`src/rtl/alu_op_issuer_if.sv`:
```
// Bundle of the request, ALU-drive and response signals of alu_op_issuer.
// slave = the issuer side, master = the requester/ALU/consumer environment.
interface alu_op_issuer_if;
  logic        req_valid;
  logic        req_ready;
  logic [15:0] req_a;
  logic [15:0] req_b;
  logic [4:0]  req_code;
  logic        req_coe;

  logic [15:0] alu_a;
  logic [15:0] alu_b;
  logic [4:0]  alu_code;
  logic        alu_coe;
  logic [15:0] alu_c;
  logic        alu_vout;
  logic        alu_cout;

  logic        rsp_valid;
  logic        rsp_ready;
  logic [15:0] rsp_c;
  logic        rsp_vout;
  logic        rsp_cout;
  logic [4:0]  rsp_code;

  modport slave (
    input  req_valid, req_a, req_b, req_code, req_coe,
    output req_ready,
    output alu_a, alu_b, alu_code, alu_coe,
    input  alu_c, alu_vout, alu_cout,
    output rsp_valid, rsp_c, rsp_vout, rsp_cout, rsp_code,
    input  rsp_ready
  );

  modport master (
    output req_valid, req_a, req_b, req_code, req_coe,
    input  req_ready,
    input  alu_a, alu_b, alu_code, alu_coe,
    output alu_c, alu_vout, alu_cout,
    input  rsp_valid, rsp_c, rsp_vout, rsp_cout, rsp_code,
    output rsp_ready
  );
endinterface

```
`src/rtl/alu_op_issuer.sv`:
```
// Issues one operation at a time to a combinational ALU, waits SETTLE_CYCLES, returns the result.
// Optional macro ALU_OVF_CNT_EN adds a saturating 8-bit overflow counter output ovf_cnt.
module alu_op_issuer #(
  parameter int unsigned SETTLE_CYCLES = 1
) (
  input  logic            clk,
  input  logic            rst,
  alu_op_issuer_if.slave  bus,
  output logic            busy
`ifdef ALU_OVF_CNT_EN
  ,
  output logic [7:0]      ovf_cnt
`endif
);

  typedef enum logic [1:0] {
    IDLE  = 2'd0,
    ISSUE = 2'd1,
    RESP  = 2'd2
  } state_t;

  localparam logic [3:0] LP_CNT_LOAD = 4'(SETTLE_CYCLES - 1);

  state_t      r_state;
  state_t      w_next_state;
  logic        w_accept;
  logic        w_capture;
  logic [3:0]  r_cnt;

  logic [15:0] r_alu_a;
  logic [15:0] r_alu_b;
  logic [4:0]  r_alu_code;
  logic        r_alu_coe;

  logic [15:0] r_rsp_c;
  logic        r_rsp_vout;
  logic        r_rsp_cout;
  logic [4:0]  r_rsp_code;

  always_comb begin
    // NOTE: every signal gets a default before the case so no latch is inferred.
    w_next_state = r_state;
    w_accept     = 1'b0;
    w_capture    = 1'b0;
    case (r_state)
      IDLE: begin
        if (bus.req_valid) begin
          w_accept     = 1'b1;
          w_next_state = ISSUE;
        end
      end
      ISSUE: begin
        if (r_cnt == 4'd0) begin
          w_capture    = 1'b1;
          w_next_state = RESP;
        end
      end
      RESP: begin
        if (bus.rsp_ready) w_next_state = IDLE;
      end
      default: w_next_state = IDLE;
    endcase
  end

  always_ff @(posedge clk) begin
    // NOTE: sequential state uses non-blocking assignments so every register samples pre-edge values.
    if (rst) begin
      r_state <= IDLE;
      r_cnt   <= 4'd0;
    end else begin
      r_state <= w_next_state;
      if (w_accept)
        r_cnt <= LP_CNT_LOAD;
      else if (r_state == ISSUE && r_cnt != 4'd0)
        r_cnt <= r_cnt - 4'd1;
    end
  end

  // Operand registers only load on accept, so req_* never reaches the ALU combinationally.
  always_ff @(posedge clk) begin
    if (rst) begin
      r_alu_a    <= 16'd0;
      r_alu_b    <= 16'd0;
      r_alu_code <= 5'd0;
      r_alu_coe  <= 1'b1;
    end else if (w_accept) begin
      r_alu_a    <= bus.req_a;
      r_alu_b    <= bus.req_b;
      r_alu_code <= bus.req_code;
      r_alu_coe  <= bus.req_coe;
    end
  end

  always_ff @(posedge clk) begin
    if (rst) begin
      r_rsp_c    <= 16'd0;
      r_rsp_vout <= 1'b0;
      r_rsp_cout <= 1'b0;
      r_rsp_code <= 5'd0;
    end else if (w_capture) begin
      r_rsp_c    <= bus.alu_c;
      r_rsp_vout <= bus.alu_vout;
      r_rsp_cout <= bus.alu_cout;
      r_rsp_code <= r_alu_code;
    end
  end

`ifdef ALU_OVF_CNT_EN
  logic [7:0] r_ovf_cnt;

  always_ff @(posedge clk) begin
    if (rst)
      r_ovf_cnt <= 8'd0;
    else if (w_capture && bus.alu_vout && r_ovf_cnt != 8'hFF)
      r_ovf_cnt <= r_ovf_cnt + 8'd1;
  end

  assign ovf_cnt = r_ovf_cnt;
`endif

  assign bus.req_ready = (r_state == IDLE);
  assign bus.rsp_valid = (r_state == RESP);
  assign busy          = (r_state != IDLE);

  assign bus.alu_a     = r_alu_a;
  assign bus.alu_b     = r_alu_b;
  assign bus.alu_code  = r_alu_code;
  assign bus.alu_coe   = r_alu_coe;

  assign bus.rsp_c     = r_rsp_c;
  assign bus.rsp_vout  = r_rsp_vout;
  assign bus.rsp_cout  = r_rsp_cout;
  assign bus.rsp_code  = r_rsp_code;

endmodule

```
`src/flat_wrapper.sv`:
```
// flat-port wrapper written by rule: the top's interface ports become plain ports
module alu_op_issuer_flat 
#(
  parameter int unsigned SETTLE_CYCLES = 1
)
  (clk, rst, busy, bus_req_valid, bus_req_a, bus_req_b, bus_req_code, bus_req_coe, bus_req_ready, bus_alu_a, bus_alu_b, bus_alu_code, bus_alu_coe, bus_alu_c, bus_alu_vout, bus_alu_cout, bus_rsp_valid, bus_rsp_c, bus_rsp_vout, bus_rsp_cout, bus_rsp_code, bus_rsp_ready);
  alu_op_issuer_if bus_i ();
  input  logic clk;
  input  logic rst;
  output logic busy;
  input wire logic [$bits(bus_i.req_valid)-1:0] bus_req_valid;
  input wire logic [$bits(bus_i.req_a)-1:0] bus_req_a;
  input wire logic [$bits(bus_i.req_b)-1:0] bus_req_b;
  input wire logic [$bits(bus_i.req_code)-1:0] bus_req_code;
  input wire logic [$bits(bus_i.req_coe)-1:0] bus_req_coe;
  output wire logic [$bits(bus_i.req_ready)-1:0] bus_req_ready;
  output wire logic [$bits(bus_i.alu_a)-1:0] bus_alu_a;
  output wire logic [$bits(bus_i.alu_b)-1:0] bus_alu_b;
  output wire logic [$bits(bus_i.alu_code)-1:0] bus_alu_code;
  output wire logic [$bits(bus_i.alu_coe)-1:0] bus_alu_coe;
  input wire logic [$bits(bus_i.alu_c)-1:0] bus_alu_c;
  input wire logic [$bits(bus_i.alu_vout)-1:0] bus_alu_vout;
  input wire logic [$bits(bus_i.alu_cout)-1:0] bus_alu_cout;
  output wire logic [$bits(bus_i.rsp_valid)-1:0] bus_rsp_valid;
  output wire logic [$bits(bus_i.rsp_c)-1:0] bus_rsp_c;
  output wire logic [$bits(bus_i.rsp_vout)-1:0] bus_rsp_vout;
  output wire logic [$bits(bus_i.rsp_cout)-1:0] bus_rsp_cout;
  output wire logic [$bits(bus_i.rsp_code)-1:0] bus_rsp_code;
  input wire logic [$bits(bus_i.rsp_ready)-1:0] bus_rsp_ready;
  assign bus_i.req_valid = bus_req_valid;
  assign bus_i.req_a = bus_req_a;
  assign bus_i.req_b = bus_req_b;
  assign bus_i.req_code = bus_req_code;
  assign bus_i.req_coe = bus_req_coe;
  assign bus_req_ready = bus_i.req_ready;
  assign bus_alu_a = bus_i.alu_a;
  assign bus_alu_b = bus_i.alu_b;
  assign bus_alu_code = bus_i.alu_code;
  assign bus_alu_coe = bus_i.alu_coe;
  assign bus_i.alu_c = bus_alu_c;
  assign bus_i.alu_vout = bus_alu_vout;
  assign bus_i.alu_cout = bus_alu_cout;
  assign bus_rsp_valid = bus_i.rsp_valid;
  assign bus_rsp_c = bus_i.rsp_c;
  assign bus_rsp_vout = bus_i.rsp_vout;
  assign bus_rsp_cout = bus_i.rsp_cout;
  assign bus_rsp_code = bus_i.rsp_code;
  assign bus_i.rsp_ready = bus_rsp_ready;
  alu_op_issuer #(.SETTLE_CYCLES(SETTLE_CYCLES)) u_core (.clk(clk), .rst(rst), .bus(bus_i), .busy(busy));
endmodule
```
`config.mk`:
```
export PLATFORM = sky130hd
export DESIGN_NAME = alu_op_issuer_flat
export DESIGN_NICKNAME = d
export VERILOG_FILES = /design/src/rtl/alu_op_issuer_if.sv /design/src/rtl/alu_op_issuer.sv /design/src/flat_wrapper.sv
export SDC_FILE = /design/constraint.sdc
export NUM_CORES = 1
export LEC_CHECK = 0
export CAP_MARGIN = 20
export CORE_MARGIN = 3
export CORE_UTILIZATION = 40
export DETAILED_ROUTE_END_ITERATION = 12
export GPL_TIMING_DRIVEN = 0
export PLACE_DENSITY = 0.79
export SYNTH_ARGS = -nofsm -noshare
export SYNTH_HDL_FRONTEND = slang
export SYNTH_SLANG_ARGS = --single-unit
export TNS_END_PERCENT = 100
```
`constraint.sdc`:
```
create_clock -name clk -period 2.1 [get_ports clk]
set_input_delay 0.63 -clock clk [delete_from_list [all_inputs] [get_ports clk]]
set_output_delay 0.63 -clock clk [all_outputs]
set_load 0.05 [all_outputs]
```
==> flow_summary_export.csv <==
group,metric,value,unit
finish,post-route-util,0.661,
global_routing,grt_first_pass_wirelength,11.5,mm
worst_hold_path,min_path_type,"register to register",
synth,synth_top_family_by_area,"multiplexers",
timing,period_needed,2.02,ns
synth,synth-edff-count,0,
synth,yosysMostFrequentCell,"dfxtp_1",
worst_setup_path,critPathArrivalTime,1.39,ns
synth,synth_xor_area_frac,0,
clock_tree,cts_hold_buf,0,
finish,drive_above_1_share,0.0827,
synth,synthTopCellsByCount,"dfxtp_1, nor2_1, mux2i_1",
route,firstDrtPassIters,4,
timing,fin_crit_sh,0.961,
floorplanning,die-area,7330,µm²
global_routing,grt_max_degree,11,
run,cap_violations,0,
placed_design,dpl_worst_slack,-0.0613,ns
clock_tree,cts_buffers,9,
synth,synth_top_area_cell,"dfxtp_1",
worst_hold_path,hold_start,"u_core.bus.rsp_c[11]",
placed_design,place_congestion,0.695,
global_routing,grt_pass1_vias,2404,
clock_tree,cts_buffer_depth,2,
route,vias,2364,
placed_design,place.port_buffers,122,
floorplanning,coreArea,6030,µm²
timing,relSlewSlack,0.643,
floorplanning,die_w,85.6,µm
worst_setup_path,setup.worst_path.class,"register to primary output",
worst_setup_path,start_kind,"register",
clock_tree,clkSinkCount,67,
synth,synth_compound_area_frac,0.119,
floorplanning,die_h,85.6,µm
synth,synth_area,2540,µm²
worst_setup_path,crit_path_start,"u_core.r_state[1]",
clock_tree,htreeDepth,3,
synth,ys_types,26,
worst_setup_path,max_stage_delay,0.54,ns
route,via_per_inst,4.99,
synth,synth_fa_ha_area_frac,0.00493,
synth,synth-simple-area-share,0.144,
clock_tree,path_clk_slew,0.07,ns
placed_design,hpwl,5.23,mm
clock_tree,cts-root-buf,"clkbuf_8",
timing,worst_pin_slew,0.535,ns
synth,synth.top_cell.area_share,0.529,
route,wl_per_cell,14.9,µm
timing,finalHoldViolations,0,
floorplanning,io_pins,124,
worst_setup_path,cp_top_family,"buffers and inverters",
synth,synthCells,263,
power,leakage,0.00184,µW
timing,fin_skew,0.00819,ns
worst_setup_path,slowest_stage,"dlygate4sd2_1",
clock_tree,cts_tree,"yes",
worst_setup_path,required,1.47,ns
timing,drv_slew,0,
worst_setup_path,critical_path_peak_fanout,5,
finish,final_nets,457,
floorplanning,rows,28,
clock_tree,clock_latency,0.33,ns
global_routing,antenna_found_initial,0,
synth,ys.warnings.count,0,
synth,ys_seq_area_frac,0.529,
status,outcome,"finished, final reports clean",
power,power_density,800,nW/µm²
timing,setup_viol,0,
power,ir_drop,0.463,mV
synth,synth_mux_area_frac,0.146,
timing,fmax,0.495,GHz
worst_setup_path,crit_path_cell_trace,"nor2_2, dlygate4sd2_1",
worst_setup_path,r2r_start,"u_core.r_cnt[0]",
synth,synth_flop_cell,"dfxtp_1",
global_routing,gr-total-overflow,0,
floorplanning,start_util,0.421,
synth,synth_nets,324,
route,drt-initial-drc-count,71,
finish,area_growth_syn_to_layout,57.1,%
route,drc_errors,0,
timing,rsz0062_at_grt,"no",
synth,avgSynthCellArea,9.64,µm²
global_routing,grtUsageTotal,0.198,
route,wirelength,7.07,mm
synth,ys_seq_elements,67,
synth,async_flop_share,0,
timing,setup_slack,0.0810,ns
route,final_antenna_net_count,0,
finish,antenna_cells,0,
worst_setup_path,crit_buf_inv,1,
worst_setup_path,end_kind,"primary output",
synth,synth_area_leaders,"dfxtp_1, mux2i_1, nor2_1, a21oi_1, nand3_1",
[routing by layer]
metal	vias up	share of wire	global-route usage	wire length (µm)
met5	-	0	0	0
met2	92	0.50	0.323	3500
li1	1166	-	-	-
met4	0	0.028	0.101	201
met3	17	0.082	0.0663	578
met1	1089	0.39	0.232	2790
[registers in the layout, indices dropped and copies added (netlist names)]
| name | cells |
|---|---|
| u_core.bus.rsp_code | 5 |
| u_core.bus.alu_coe | 1 |
| u_core.bus.rsp_cout | 1 |
| u_core.bus.rsp_vout | 1 |
| u_core.bus.alu_a | 16 |
| u_core.r_state | 2 |
| u_core.bus.alu_code | 5 |
| u_core.bus.rsp_c | 16 |
| u_core.r_cnt | 4 |
| u_core.bus.alu_b | 16 |
[repair_timing]
action / in CTS / in global routing
resized for setup: 64 / 3
setup buffers: 0 / 0
endpoints found under the setup margin: 62 / 3
[power by group]
| part | internal, µW | switching, µW | leakage [µW] |
|---|---|---|---|
| combinational | 266 | 447 | 0.00119 |
| clock | 631 | 458 | 0.000104 |
| sequential | 1350 | 40.1 | 0.000548 |
| total | 2240 | 945 | 0.00184 |
[final timing paths]
check	to	slack, ns	cells after the start
worst max-delay path	bus_req_ready	0.08	2
worst min-delay path	u_core.bus.rsp_c[11]	0.48	2
worst max register to register	u_core.bus.rsp_c[5]	0.34	7
worst min register to register	u_core.bus.rsp_c[11]	0.48	2
[cells in the final DEF (no fill, tap or decap), types with 2 or more instances in the layout]
master,count
dfxtp_1,67
dlygate4sd2_1,60
clkdlybuf4s50_1,58
nor2_1,39
mux2i_1,37
a21oi_1,28
nand3_1,24
o21ai_0,19
clkbuf_8,12
clkbuf_1,8
o21ai_1,7
inv_1,5
buf_6,4
nor2b_1,3
buf_4,3
clkbuf_2,3
buf_2,3
dlymetal6s2s_1,2
[tightest hold or removal path: cells and delay by family, from the launching register on]
kind / cells / cell delay [ns]
AO/OA/AOI/OAI: 2 / 0.12
flip-flops: 1 / 0.31
[stage by stage]
stage | hold slack, ns | total power [µW] | TNS [ns] | cells | area (µm²)
3_5_place_dp | 0.468 | 2180 | -0.464 | 460 | 3850
3_3_place_gp | 0.459 | 2170 | -0.397 | 460 | 3850
4_1_cts | 0.476 | 3210 | 0 | 474 | 3980
5_1_grt | 0.496 | 3310 | 0 | 474 | 3990
6_report | 0.475 | 3190 | 0 | 474 | 3990
2_1_floorplan | 0.457 | 1880 | 0 | 263 | 2540
[area by class of cell]
cell class | instances | area (µm²)
buffer | 21 | 128
clock buffer | 12 | 165
clock inverter | 2 | 35.0
fill | 523 | 2040
inverter | 5 | 18.8
multi-input combinational | 170 | 1050
sequential | 67 | 1340
tap | 75 | 93.8
timing repair buffer | 122 | 1150
[cells by family (layout without fill, tap and decap cells)]
group | count (synthesis) | after routing
compound gates | 57 | 57
fa+ha+maj | 1 | 1
buf+inv | 26 | 162
flops | 67 | 67
mux | 37 | 37
simple gates | 75 | 75
(Power assumes the default switching activity.)
==> RTL edit: new RTL, same flow settings <==
The 3 states of `state_t` get a one-hot encoding in 3 bits.
--- a/src/rtl/alu_op_issuer.sv
+++ b/src/rtl/alu_op_issuer.sv
@@ -13,10 +13,10 @@
 `endif
 );
 
-  typedef enum logic [1:0] {
-    IDLE  = 2'd0,
-    ISSUE = 2'd1,
-    RESP  = 2'd2
+  typedef enum logic [2:0] {
+    IDLE  = 3'b001,
+    ISSUE = 3'b010,
+    RESP  = 3'b100
   } state_t;
 
   localparam logic [3:0] LP_CNT_LOAD = 4'(SETTLE_CYCLES - 1);
Formal check against the unedited RTL: same outputs for any inputs over 10 cycles, from zero or initial values and one cycle with rst high; not proved beyond that.
==> RTL edit against the unedited design <==
  * Sequential cell count increased by 1
  * Setup slack lost 0.023 ns
  * Design area down 0.13%
  * Routed wire length up 4.4%
  * Synthesized area grew 0.30%
  * Total power decreased by 8.9%
  * Core utilization down 0.083 points
  * Via count rose by 13%
  * Final cell count up 11%
  * Critical path type unchanged
  * Critical endpoint is now bus_rsp_valid
==> RTL edit: results (changes against the unedited design) <==
[route]
wl_met3_um=735  ; was 578 um
wl_met1_mm=3.00  ; was 2.79 mm
vias=2681  ; was 2364
wl_mm=7.38  ; was 7.07 mm

[synth]
synth_nets=374  ; was 324
synth_common_cells=76 x nand2_1, 68 x dfxtp_1, 63 x a21oi_1  ; was 67 x dfxtp_1, 40 x nor2_1, 37 x mux2i_1

[critical_path]
crit_family=flip-flops  ; was buffers and inverters
crit_path_end=bus_rsp_valid  ; was bus_req_ready
cp.arrival_ns=1.41  ; was 1.39 ns
reg2reg_depth=6  ; was 7
cpMaxStageDelayCell=dfxtp_1  ; was dlygate4sd2_1
max_stage_delay_ns=0.45  ; was 0.54 ns
path_max_fanout=8  ; was 5
reg2reg_to=u_core.bus.rsp_c[11]  ; was u_core.bus.rsp_c[5]

[final_layout]
nNetsFinal=508  ; was 457

[placement]
place_area_um2=3870  ; was 3850 um2
dp_hpwl_mm=5.31  ; was 5.23 mm
gp_congestion=0.813  ; was 0.695
port_buffers=123  ; was 122

[global_routing]
groute.usage.overall=0.207  ; was 0.198
met1_usage=0.241  ; was 0.232

[sta]
skew_ns=0.00645  ; was 0.00819 ns
whs_ns=0.450  ; was 0.475 ns

[power]
pwr-share-clk=0.323  ; was 0.341

[status]
status=complete, no violations  ; unchanged

[hold_path]
min_to=u_core.bus.alu_b[3]  ; was u_core.bus.rsp_c[11]

RTL edit: area by class of cell:
cell class              count  area (um2)  share of cell area
plain buffers              27         124              0.0311
repair buffers            123        1160               0.291
clock buffers              11         141              0.0355
clock inverters             5        27.5             0.00692
well taps                  75        93.8              0.0236
inverters                   5        18.8             0.00472
flip-flops and latches     68        1360               0.342
multi-input cells         213        1050               0.265
RTL edit: cell families after synthesis:
kind of cell,share of synthesized area
and+or+nand+nor,0.214
AOI/OAI and AO/OA,0.192
DFF,0.535
buffers and inverters,0.0531
adders and majority gates,0.00492
RTL edit: what timing repair did:
item	CTS	global route
endpoints found under the hold margin	0	0
resized for setup	79	10
setup endpoints to repair	64	33
pin swaps	0	0
RTL edit: per-stage QoR:
step	worst slack [ns]	instances
final	0.0580	527
after floorplan	0.0572	313
after global routing	0.00360	527
after detailed placement	-0.291	511
after global placement	-0.262	511
after CTS	0.0392	527
